===== config.mk =====
export PLATFORM = sky130hd
export DESIGN_NAME = lc3_memio
export DESIGN_NICKNAME = d
export VERILOG_FILES = /design/src/rtl/lc3_memio_pkg.sv /design/src/rtl/lc3_io_regs.sv /design/src/rtl/lc3_memio.sv
export SDC_FILE = /design/constraint.sdc
export NUM_CORES = 1
export LEC_CHECK = 0
export BUFFER_PORTS_ARGS = -buffer_cell sky130_fd_sc_hd__buf_2
export CAP_MARGIN = 20
export CORE_ASPECT_RATIO = 0.9
export CORE_UTILIZATION = 49
export DETAILED_ROUTE_END_ITERATION = 6
export HOLD_SLACK_MARGIN = 0.06
export PLACE_DENSITY = 0.91
export SLEW_MARGIN = 40
export SYNTH_ARGS = -nofsm -noshare
export SYNTH_HDL_FRONTEND = slang
export SYNTH_SLANG_ARGS = --single-unit

===== constraint.sdc =====
create_clock -name clk -period 3.1 [get_ports clk]
set_input_delay 0 -clock clk [delete_from_list [all_inputs] [get_ports clk]]
set_output_delay 0 -clock clk [all_outputs]
set_load 0.005 [all_outputs]

===== src/rtl/lc3_memio_pkg.sv =====
// Shared definitions for the LC-3 memory/I-O stage: device register map,
// controller state encoding and status-register bit positions.
package lc3_memio_pkg;

  localparam logic [15:0] KBSR_ADDR = 16'hFE00;
  localparam logic [15:0] KBDR_ADDR = 16'hFE02;
  localparam logic [15:0] DSR_ADDR  = 16'hFE04;
  localparam logic [15:0] DDR_ADDR  = 16'hFE06;
  localparam logic [15:0] MCR_ADDR  = 16'hFFFE;

  localparam int READY_BIT = 15;
  localparam int IE_BIT    = 14;

  typedef enum logic [1:0] {
    IDLE = 2'd0,
    ACC  = 2'd1,
    WAIT = 2'd2,
    DONE = 2'd3
  } state_t;

  // Only the five listed addresses are devices; the rest of xFE00-xFFFF is RAM.
  function automatic logic is_dev(input logic [15:0] a);
    return (a == KBSR_ADDR) || (a == KBDR_ADDR) || (a == DSR_ADDR) ||
           (a == DDR_ADDR)  || (a == MCR_ADDR);
  endfunction

endpackage


===== src/rtl/lc3_io_regs.sv =====
// Memory-mapped keyboard/display/machine-control registers, their
// handshakes and the interrupt requests derived from them.
module lc3_io_regs
  import lc3_memio_pkg::*;
(
  input  logic        clk,
  input  logic        reset,
  input  logic        acc,
  input  logic        we,
  input  logic [15:0] addr,
  input  logic [1:0]  wr_flags,
  input  logic [7:0]  wr_char,
  output logic [15:0] rdata,
  input  logic        kb_valid,
  input  logic [7:0]  kb_data,
  output logic        kb_ready,
  output logic        dd_valid,
  output logic [7:0]  dd_data,
  input  logic        dd_ready,
  output logic        kb_int,
  output logic        dd_int,
  output logic        run
);

  logic       kb_rdy;
  logic       kb_ie;
  logic [7:0] kbdr;
  logic       ds_rdy;
  logic       ds_ie;
  logic       mcr_run;

  logic kb_rd;
  logic kb_accept;
  logic dd_done;
  logic ddr_wr;

  assign kb_rd     = acc && !we && (addr == KBDR_ADDR);
  assign kb_accept = kb_valid && !kb_rdy;
  assign dd_done   = dd_valid && dd_ready;
  // A completing display handshake is seen only on the next edge, so a
  // coincident DDR store still sees DSR not ready and is dropped.
  assign ddr_wr    = acc && we && (addr == DDR_ADDR) && ds_rdy;

  always_ff @(posedge clk or posedge reset) begin
    if (reset) begin
      kb_rdy   <= 1'b0;
      kb_ie    <= 1'b0;
      kbdr     <= 8'h00;
      ds_rdy   <= 1'b1;
      ds_ie    <= 1'b0;
      mcr_run  <= 1'b1;
      dd_valid <= 1'b0;
      dd_data  <= 8'h00;
    end else begin
      if (kb_rd) kb_rdy <= 1'b0;
      if (kb_accept) begin
        kbdr   <= kb_data;
        kb_rdy <= 1'b1;
      end
      if (dd_done) begin
        dd_valid <= 1'b0;
        ds_rdy   <= 1'b1;
      end
      if (ddr_wr) begin
        dd_data  <= wr_char;
        dd_valid <= 1'b1;
        ds_rdy   <= 1'b0;
      end
      if (acc && we) begin
        case (addr)
          KBSR_ADDR: kb_ie   <= wr_flags[0];
          DSR_ADDR:  ds_ie   <= wr_flags[0];
          MCR_ADDR:  mcr_run <= wr_flags[1];
          default: ;
        endcase
      end
    end
  end

  always_comb begin
    rdata = 16'h0000;
    case (addr)
      KBSR_ADDR: begin
        rdata[READY_BIT] = kb_rdy;
        rdata[IE_BIT]    = kb_ie;
      end
      KBDR_ADDR: rdata = {8'h00, kbdr};
      DSR_ADDR: begin
        rdata[READY_BIT] = ds_rdy;
        rdata[IE_BIT]    = ds_ie;
      end
      DDR_ADDR:  rdata = {8'h00, dd_data};
      MCR_ADDR:  rdata[READY_BIT] = mcr_run;
      default:   rdata = 16'h0000;
    endcase
  end

  assign kb_ready = !kb_rdy;
  assign kb_int   = kb_rdy && kb_ie;
  assign dd_int   = ds_rdy && ds_ie;
  assign run      = mcr_run;

endmodule


===== src/rtl/lc3_memio.sv =====
// LC-3 memory/I-O stage: turns MAR/MDR requests into synchronous RAM
// accesses or device register accesses and returns a one-cycle ready.
module lc3_memio
  import lc3_memio_pkg::*;
#(
  parameter int WAIT_CYC = 2
) (
  input  logic        clk,
  input  logic        reset,
  input  logic        mem_en,
  input  logic        mem_we,
  input  logic [15:0] mar,
  input  logic [15:0] mdr_in,
  output logic [15:0] mdr_out,
  output logic        mem_r,
  output logic        ram_en,
  output logic        ram_we,
  output logic [15:0] ram_addr,
  output logic [15:0] ram_wdata,
  input  logic [15:0] ram_rdata,
  input  logic        kb_valid,
  input  logic [7:0]  kb_data,
  output logic        kb_ready,
  output logic        dd_valid,
  output logic [7:0]  dd_data,
  input  logic        dd_ready,
  output logic        kb_int,
  output logic        dd_int,
  output logic        run,
  output logic [1:0]  fsm_state
);

  state_t      state;
  state_t      state_nx;
  logic [3:0]  cnt;
  logic [15:0] addr_q;
  logic [15:0] wdata_q;
  logic        we_q;
  logic        dev_acc;
  logic [15:0] io_rdata;

  // Device accesses complete on the accepting edge, using the live request.
  assign dev_acc = (state == IDLE) && mem_en && is_dev(mar);

  lc3_io_regs u_io_regs (
    .clk      (clk),
    .reset    (reset),
    .acc      (dev_acc),
    .we       (mem_we),
    .addr     (mar),
    .wr_flags (mdr_in[15:14]),
    .wr_char  (mdr_in[7:0]),
    .rdata    (io_rdata),
    .kb_valid (kb_valid),
    .kb_data  (kb_data),
    .kb_ready (kb_ready),
    .dd_valid (dd_valid),
    .dd_data  (dd_data),
    .dd_ready (dd_ready),
    .kb_int   (kb_int),
    .dd_int   (dd_int),
    .run      (run)
  );

  always_ff @(posedge clk or posedge reset) begin
    if (reset) state <= IDLE;
    else       state <= state_nx;
  end

  always_comb begin
    state_nx = state;
    case (state)
      IDLE: if (mem_en) state_nx = is_dev(mar) ? DONE : ACC;
      ACC:  state_nx = WAIT;
      WAIT: if (cnt == 4'd0) state_nx = DONE;
      DONE: state_nx = IDLE;
      default: state_nx = IDLE;
    endcase
  end

  always_ff @(posedge clk or posedge reset) begin
    if (reset) begin
      cnt     <= 4'd0;
      addr_q  <= 16'h0000;
      wdata_q <= 16'h0000;
      we_q    <= 1'b0;
      mdr_out <= 16'h0000;
    end else begin
      case (state)
        IDLE: begin
          if (mem_en) begin
            addr_q  <= mar;
            wdata_q <= mdr_in;
            we_q    <= mem_we;
            if (is_dev(mar) && !mem_we) mdr_out <= io_rdata;
          end
        end
        ACC: cnt <= 4'(WAIT_CYC - 1);
        WAIT: begin
          if (cnt == 4'd0) begin
            if (!we_q) mdr_out <= ram_rdata;
          end else begin
            cnt <= cnt - 4'd1;
          end
        end
        default: ;
      endcase
    end
  end

  assign mem_r     = (state == DONE);
  assign ram_en    = (state == ACC);
  assign ram_we    = (state == ACC) && we_q;
  assign ram_addr  = addr_q;
  assign ram_wdata = wdata_q;
  assign fsm_state = state;

endmodule


==> results of run 1 <==
==> power by group <==
group          switching, mW  leakage (nW)  internal, mW
clock network          0.369         0.102         0.392
registers              0.187         0.963          1.34
logic                  0.642          1.43         0.751
==> worst max-delay path: stages, from the launching register on <==
cell                      delay, ns
sky130_fd_sc_hd__dfrtp_1       0.43
sky130_fd_sc_hd__inv_1         0.12
sky130_fd_sc_hd__ha_1          0.28
sky130_fd_sc_hd__inv_1         0.08
sky130_fd_sc_hd__o21ai_0       0.15
sky130_fd_sc_hd__or4bb_1       0.55
sky130_fd_sc_hd__o32ai_4       0.32
sky130_fd_sc_hd__buf_6         0.23
sky130_fd_sc_hd__mux2_1        0.34
==> area by class of cell <==
class	instances	area (sq um)	area share, %
Clock inverter	6	61.3	1.22
Sequential cell	77	1930	38.5
Inverter	16	65.1	1.30
Timing Repair Buffer	194	1290	25.8
Multi-Input combinational cell	172	1420	28.2
Clock buffer	10	138	2.74
Tap cell	90	113	2.24
==> worst paths after layout <==
| path | from | endpoint | slack, ns |
|---|---|---|---|
| setup / recovery | fsm_state[0] | mdr_out[0] | 0.48 |
| hold / removal | mar[2] | u_io_regs.ds_ie | 0.20 |
| setup reg to reg | fsm_state[0] | mdr_out[0] | 0.48 |
| hold reg to reg | mdr_out[1] | mdr_out[1] | 0.49 |
| max in group asynchronous | reset | ram_wdata[1] | 2.20 |
| min in group asynchronous | reset | ram_addr[12] | 0.26 |
==> cell families after synthesis <==
family,after synthesis,share of synthesized area (%)
DFF,77,56.1
and+or+nand+nor,62,9.02
xor gates and xnor gates,1,0.255
adders and majority gates,7,2.55
muxes,76,24.3
buffers and inverters,26,3.09
AOI/OAI and AO/OA,26,4.73
==> registers in the layout, indices dropped and copies added (netlist names) <==
| register | count |
|---|---|
| mdr_out | 16 |
| ram_addr | 16 |
| ram_wdata | 16 |
| u_io_regs.dd_data | 8 |
| u_io_regs.kbdr | 8 |
| cnt | 4 |
| fsm_state | 2 |
| u_io_regs.dd_valid | 1 |
| u_io_regs.ds_ie | 1 |
| u_io_regs.ds_rdy | 1 |
| u_io_regs.kb_ie | 1 |
| u_io_regs.kb_rdy | 1 |
| u_io_regs.run | 1 |
| we_q | 1 |
==> metrics by stage <==
step	setup WS, ns	hold slack, ns	std cells	area (sq um)
after global placement	0.524	0.204	487	4190
final	0.476	0.204	565	5020
after global routing	0.275	0.218	565	5020
after CTS	0.456	0.193	565	5020
after floorplan	0.680	0.0964	275	3440
after detailed placement	0.485	0.0893	488	4210
==> routing by layer <==
metal  vias to the layer above  GRT usage, %  routed length [um]
met4                         0          11.0                 261
met1                      1453          30.4                3810
li1                       1353             -                   -
met5                         -             0                   0
met2                       120          49.8                4800
met3                        31          7.78                 569
==> cells in the final DEF (no fill, tap or decap), types with 3 or more instances in the layout <==
| cell | count |
|---|---|
| sky130_fd_sc_hd__inv_1 | 15 |
| sky130_fd_sc_hd__buf_2 | 127 |
| sky130_fd_sc_hd__nand4_1 | 4 |
| sky130_fd_sc_hd__mux2_2 | 56 |
| sky130_fd_sc_hd__and2_1 | 3 |
| sky130_fd_sc_hd__nand2_1 | 26 |
| sky130_fd_sc_hd__nor2b_1 | 4 |
| sky130_fd_sc_hd__nor3_1 | 3 |
| sky130_fd_sc_hd__ha_1 | 7 |
| sky130_fd_sc_hd__dlygate4sd3_1 | 61 |
| sky130_fd_sc_hd__o21ai_0 | 5 |
| sky130_fd_sc_hd__nor2_1 | 8 |
| sky130_fd_sc_hd__dfrtp_1 | 75 |
| sky130_fd_sc_hd__a21oi_1 | 4 |
| sky130_fd_sc_hd__or4_1 | 3 |
| sky130_fd_sc_hd__clkinv_2 | 3 |
| sky130_fd_sc_hd__mux2i_1 | 16 |
| sky130_fd_sc_hd__buf_4 | 5 |
| sky130_fd_sc_hd__clkbuf_8 | 10 |
| sky130_fd_sc_hd__o21ai_1 | 9 |
| sky130_fd_sc_hd__mux2_1 | 4 |
==> timing repair <==
item                       CTS  global route
hold endpoints to repair   129             0
setup endpoints to repair    0             0
hold buffers                61             0
==> out/summary.md, run 1 <==
The run finished with clean final reports. The antenna diode count was 0. The power per unit of standard cell area is 734 mW/mm^2. The min-delay analysis places its worst path in the category in2reg.

The die covers 0.00736 sq mm. The congestion estimate from routability-driven global placement came to 0.845. The cell sitting at the root of the clock tree is a sky130_fd_sc_hd__clkbuf_8. The region available for standard cell placement spans 0.00669 sq mm. The kind of end point of the critical path was a flop.

Clock latency on the worst-skew pair, taken at its later pin, is 0.35 ns. The first global-routing pass estimated 15.2 mm of wire. The arrival time of data at the critical path endpoint is 2.85 ns, and the number of instances on the worst hold path is 3. In this run the remaining antenna-violating nets after routing total 0. The tools report the number of clock buffers inserted by TritonCTS as 9. The run gives 3196 as the via count of the first global-routing pass. The worst setup path is launched from a flop. The post-synth net total was 344.

The number of fillers in the final layout was 445; the maximum number of pins on one net before global-route repair was 63. The critical path in this run is classified as reg2reg. Dividing the synthesized area by the synthesized cell count gives 12.5 sq um.

Summed over all cells, the static leakage comes to 2.49 nW. In the final routed layout, each cell accounts on average for 16.7 um. The worst path needs 2.62 ns of the cycle, external delays included.

The run gives 0 as the setup fix buffers added after clock tree synthesis. In this run, synthesis produced a sequential element count of 77. The count of cells resized by post-cts repair was 0; the overall power after layout was 3.68 mW. For this block, the initial DRC count from the detailed router was 156. The logs give 2 for the maximum clock path buffer count and 36 for the unique cell type count in the Yosys netlist. The run gives 5.73 mm as the sum of net half-perimeters after detailed placement. The top flip-flop cell by instance count after synthesis was sky130_fd_sc_hd__dfrtp_1. The run gives 0 as the initial antenna violation count. The number of vias after detailed routing is 2957. TritonCTS built the clock tree. In the finished design, the share of the clock period the worst path needs comes to 84.6%. The maximum fanout encountered on the critical timing path is 9. For the final setup violation count, the log shows 0. The run gives 75.0% as the fraction of the core area covered by cells at the end of the flow. The logs give 0 for the final number of hold-violating endpoints and 3 for the CTS H-tree depth.

The worst register-to-register path has a depth of 8. The worst-margin pin slew is 0.792 ns. IR analysis of the VDD net gives a maximum drop of 469 uV.

Global routing used 27.2% of the available tracks across all layers. The die is 81.5 um tall. For this run, the post-layout net count is 539. By area the synthesized netlist is led by sky130_fd_sc_hd__dfrtp_1, sky130_fd_sc_hd__mux2_2, sky130_fd_sc_hd__mux2i_1. By instance count, the leading cell after synthesis is sky130_fd_sc_hd__dfrtp_1.

Summed over all failing endpoints, the final setup total negative slack is 0 ns. In the routed design, unresolved DRC markers number 0. Counting flops with a built-in enable in the synthesized netlist gives 0. The area growth from synthesis to layout is 45.8%. The synthesized design spends more area on one cell type than any other, namely sky130_fd_sc_hd__dfrtp_1. The initial utilization of the core area, before any placement, comes to 51.4%. Buffers placed on the I/O ports in this run total 127. The logs give 28 for the standard-cell row count and 47.1% for the worst slew slack as a fraction of its limit.

The detail-routed via count per cell was 5.23; the count of warnings emitted by yosys was 0. The run gives 0 as the final max-slew violation count. The commonest cells after synthesis are sky130_fd_sc_hd__dfrtp_1, sky130_fd_sc_hd__mux2_2, sky130_fd_sc_hd__nand2_1, sky130_fd_sc_hd__inv_1, sky130_fd_sc_hd__mux2i_1.

Number of I/O pins: 128. Setup repair after global routing left no endpoint under its margin. Between clock sinks in the finished design, the worst skew comes to 0.00907 ns. The number of cells produced by synthesis came out at 275. The run gives 56.1% as the portion of the post-synthesis area used by sequential elements. The share of Yosys cell area claimed by the top area cell type was 54.5%. The total length of routed wires was 9.44 mm. The maximum clock rate is 0.381 GHz. For this run, the detailed router's first-pass iteration total came to 4. The post-route netlist has 44.2% of its cells at a drive strength greater than 1. The mapped netlist covers 0.00344 sq mm. The tools report the remaining global-route overflow as 0. The number of clock sinks seen by CTS was 77; the share of synthesized flip-flops with an asynchronous set or reset was 100%. After clock tree synthesis, the clock-pin slew on the worst setup and hold paths is 0.08 ns.

The tools report the number of maximum-capacitance constraint violations as 0. The die is 90.3 um wide. For the worst setup path, the data required time is 3.33 ns.
(Power assumes the default switching activity.)
==> inputs of run 2 (changes only) <==
CORE_UTILIZATION = 44   (was 49)
PLACE_DENSITY = 0.86   (was 0.91)
clock period = 2.18 ns   (was 3.1 ns; I/O delays follow)
==> run 2 against run 1 <==
Combinational power rose by 73%; utilization fell by 4.6 points; hold slack improved by 0.031 ns; die area rose by 11%; cell count rose by 4.2%; sequential power rose by 42%; via count rose by 0.74%; register-to-register slack got worse by 0.46 ns; largest cell class unchanged; clock power rose by 60%; sequential cell count did not move; clock skew barely moved; count of clock-buffer cells in the layout did not move.
==> out/summary.md, run 2 (synthesis results as in run 1) <==
The startpoint identified for the worst register-to-register timing path is fsm_state[0]. After clock tree synthesis, the clock-pin slew on the worst setup and hold paths is 0.08 ns. The worst-margin pin slew was 0.729 ns; the portion of the clock cycle consumed by the worst path in the final layout was 99.5%.

In this run the tightest slew margin relative to its limit is 51.3%. The slowest stage of the critical path belongs to the cell sky130_fd_sc_hd__or4bb_4. The most common library cell in the layout ignoring fill and taps is sky130_fd_sc_hd__buf_2. Initial antenna violation count: 0. In the final layout, the share of cells above drive strength 1 is 48.5%.

The maximum fanout encountered on the critical timing path was 6. Across the VDD grid, the largest voltage drop is 712 uV. The via count of the first global-routing pass was 3236. TritonCTS built the clock tree. Final max-slew violation count: 0. In this run the power density over the cells is 1090 mW/mm^2.

For the global-route wire length before repair, the log shows 15.6 mm. The count of nets left with antenna violations once routing finished came out at 0. The net count of the finished layout is 557. The length of the first detailed-routing pass in iterations is 4, and the count of unresolved DRC violations after routing is 0.

The path with the worst hold slack has its endpoint at ram_addr[2]. Between clock sinks in the finished design, the worst skew comes to 0.00896 ns. The average wire per standard cell is 16.6 um, and the shortest clock period the worst path allows after layout is 2.17 ns.

The analysis attributes to cell leakage a power of 2.61 nW. Detailed placement finished with a half-perimeter wire length of 6.18 mm. The repair_antennas step left the layout with diodes totalling 0. Leaving out fill and tap cells, the most frequent cells in the layout are sky130_fd_sc_hd__buf_2, sky130_fd_sc_hd__dfrtp_1, sky130_fd_sc_hd__dlygate4sd3_1.

The height of the die came out at 85.9 um. After floorplanning, the core was sized to cover 0.00754 sq mm. The initial core utilization is 45.6%, and the number of clock sinks seen by CTS is 77.

Walking the worst path, the cells encountered are inv_2, ha_4, a21boi_4, or4bb_4, o32ai_4, clkbuf_16, mux2_4. The number of placed instances, taps included, is 504. At the worst endpoint, the required time is 2.42 ns. The setup slack of the worst register-to-register path came out at 0.01 ns.

The number of maximum-capacitance constraint violations is 0, and the CTS H-tree depth is 3. The logs give 0.461 GHz for the maximum clock rate and 0 for the final setup violation count. The horizontal die dimension works out to 95.2 um.

The total length of routed wires was 9.80 mm. After floorplanning, the core was divided into 30 placement rows. The largest single stage delay on the critical path is 0.55 ns. Global routing consumed, over all layers together, 25.3% of the routing resources. Entering global routing, the biggest net connects 42 pins.

Met1 routing resource usage after global routing: 30.8%. Compared with the post-synthesis result, the final layout area differs by 54.4%. The detail-routed via count per cell is 5.06, and the routing usage on met2 is 42.4%. The kind of end point of the critical path is a flop. Counting both buffers and inverters, the worst setup path holds a total of 2.

The maximum clock path buffer count was 2; the arrival time of data at the critical path endpoint was 2.40 ns. The kind of critical path was reg2reg. The tools report the number of I/O pins as 128.

The beginning of the worst hold path is mar[2]. The tools report the final number of hold-violating endpoints as 0. The run gives 0.00818 sq mm as the floorplan die area.

The placed cell area was 0.00437 sq mm. Routability-driven placement finished with a final weighted congestion of 0.831. The capturing point of the worst reg2reg path is mdr_out[14].

Setup repair after global routing could not meet its margin everywhere. After global routing the overflow that remains totals 0. Classification of the worst-slack hold path: in2reg. The buffer type at the clock tree root was sky130_fd_sc_hd__clkbuf_8. Measured in cells, the most critical reg-to-reg path has a length of 7.

The post-route non-filler standard cell count was 589. After global routing, the most crowded layer is met2. The final worst hold slack is 0.235 ns, and the number of clock buffers inserted by TritonCTS is 9. For the fraction of the core area covered by cells at the end of the flow, the log shows 70.4%.

On the critical path the largest part of the delay comes from simple AND/OR/NAND/NOR gates. The run gives 6.65% as the met3 track demand over resource. The final standard cell area without fillers is 0.00531 sq mm, and the starting DRC count in detailed routing is 164.

The flow ran to the end, and the final reports show no timing, DRC or antenna violations. Critical path launch point type: a flop. The later-pin clock latency in the skew report was 0.35 ns.

Number of instances on the worst hold path: 3. The routed layout has 2979 vias. The number of port buffers came out at 127.
[run 2: cell types whose count changed in the layout (fill, tap and decap cells not counted), moves of 2 or more]
cell	delta
sky130_fd_sc_hd__buf_12	+4
sky130_fd_sc_hd__mux2_4	+4
sky130_fd_sc_hd__buf_4	+14
sky130_fd_sc_hd__inv_2	+2
sky130_fd_sc_hd__ha_4	+3
sky130_fd_sc_hd__inv_1	-2
sky130_fd_sc_hd__mux2_1	-4
sky130_fd_sc_hd__clkinv_2	-2
sky130_fd_sc_hd__ha_1	-3
[run 2: layout make-up]
cell class                      count  area [sq um]
Sequential cell                    77          1930
Tap cell                           96           120
Inverter                           16          61.3
Clock inverter                      6          93.8
Timing Repair Buffer              212          1490
Clock buffer                       10           128
Multi-Input combinational cell    172          1480
Fill cell                         535          2230
[run 2: worst min-delay path: stages]
cell,delay [ns]
sky130_fd_sc_hd__buf_2,0.10
sky130_fd_sc_hd__buf_4,0.26
sky130_fd_sc_hd__mux2_2,0.20
[run 2: how the worst max path moves through the flow]
stage / to / depth (start not counted) / startpoint
after floorplan: mdr_out[0] / 8 / fsm_state[1]
after global placement: mdr_out[7] / 8 / fsm_state[1]
after detailed placement: mdr_out[4] / 8 / fsm_state[1]
after CTS: mdr_out[4] / 8 / fsm_state[1]
after global routing: mdr_out[14] / 8 / fsm_state[0]
final: mdr_out[14] / 7 / fsm_state[0]
[run 2: routing by layer]
layer	share of wire [%]	vias to the layer above
met3	6.8	25
met5	0	-
met4	2.3	0
li1	-	1386
met2	49	115
met1	41	1453
[run 2: repair_timing]
action,4_1_cts,5_1_grt
setup buffers,1,6
gates resized for setup,0,4
setup endpoints to repair,6,16
hold endpoints to repair,110,0
hold buffers,61,0
cloned,0,1
pin swaps,0,2
[run 2: power by group]
| part | internal (mW) | total [mW] | switching, mW |
|---|---|---|---|
| combinational | 1.36 | 2.40 | 1.03 |
| clock | 0.656 | 1.22 | 0.568 |
| sequential | 1.91 | 2.18 | 0.273 |
| total | 3.93 | 5.80 | 1.87 |
[run 2: metrics by stage]
step	TNS (ns)	setup WS, ns	power [mW]
floorplan	-0.199	-0.0499	3.38
global placement	0	0.0477	4.19
detailed placement	-0.0793	-0.0189	4.31
CTS	0	0.0100	5.64
global route	-0.338	-0.0408	6.13
finish	0	0.0120	5.80
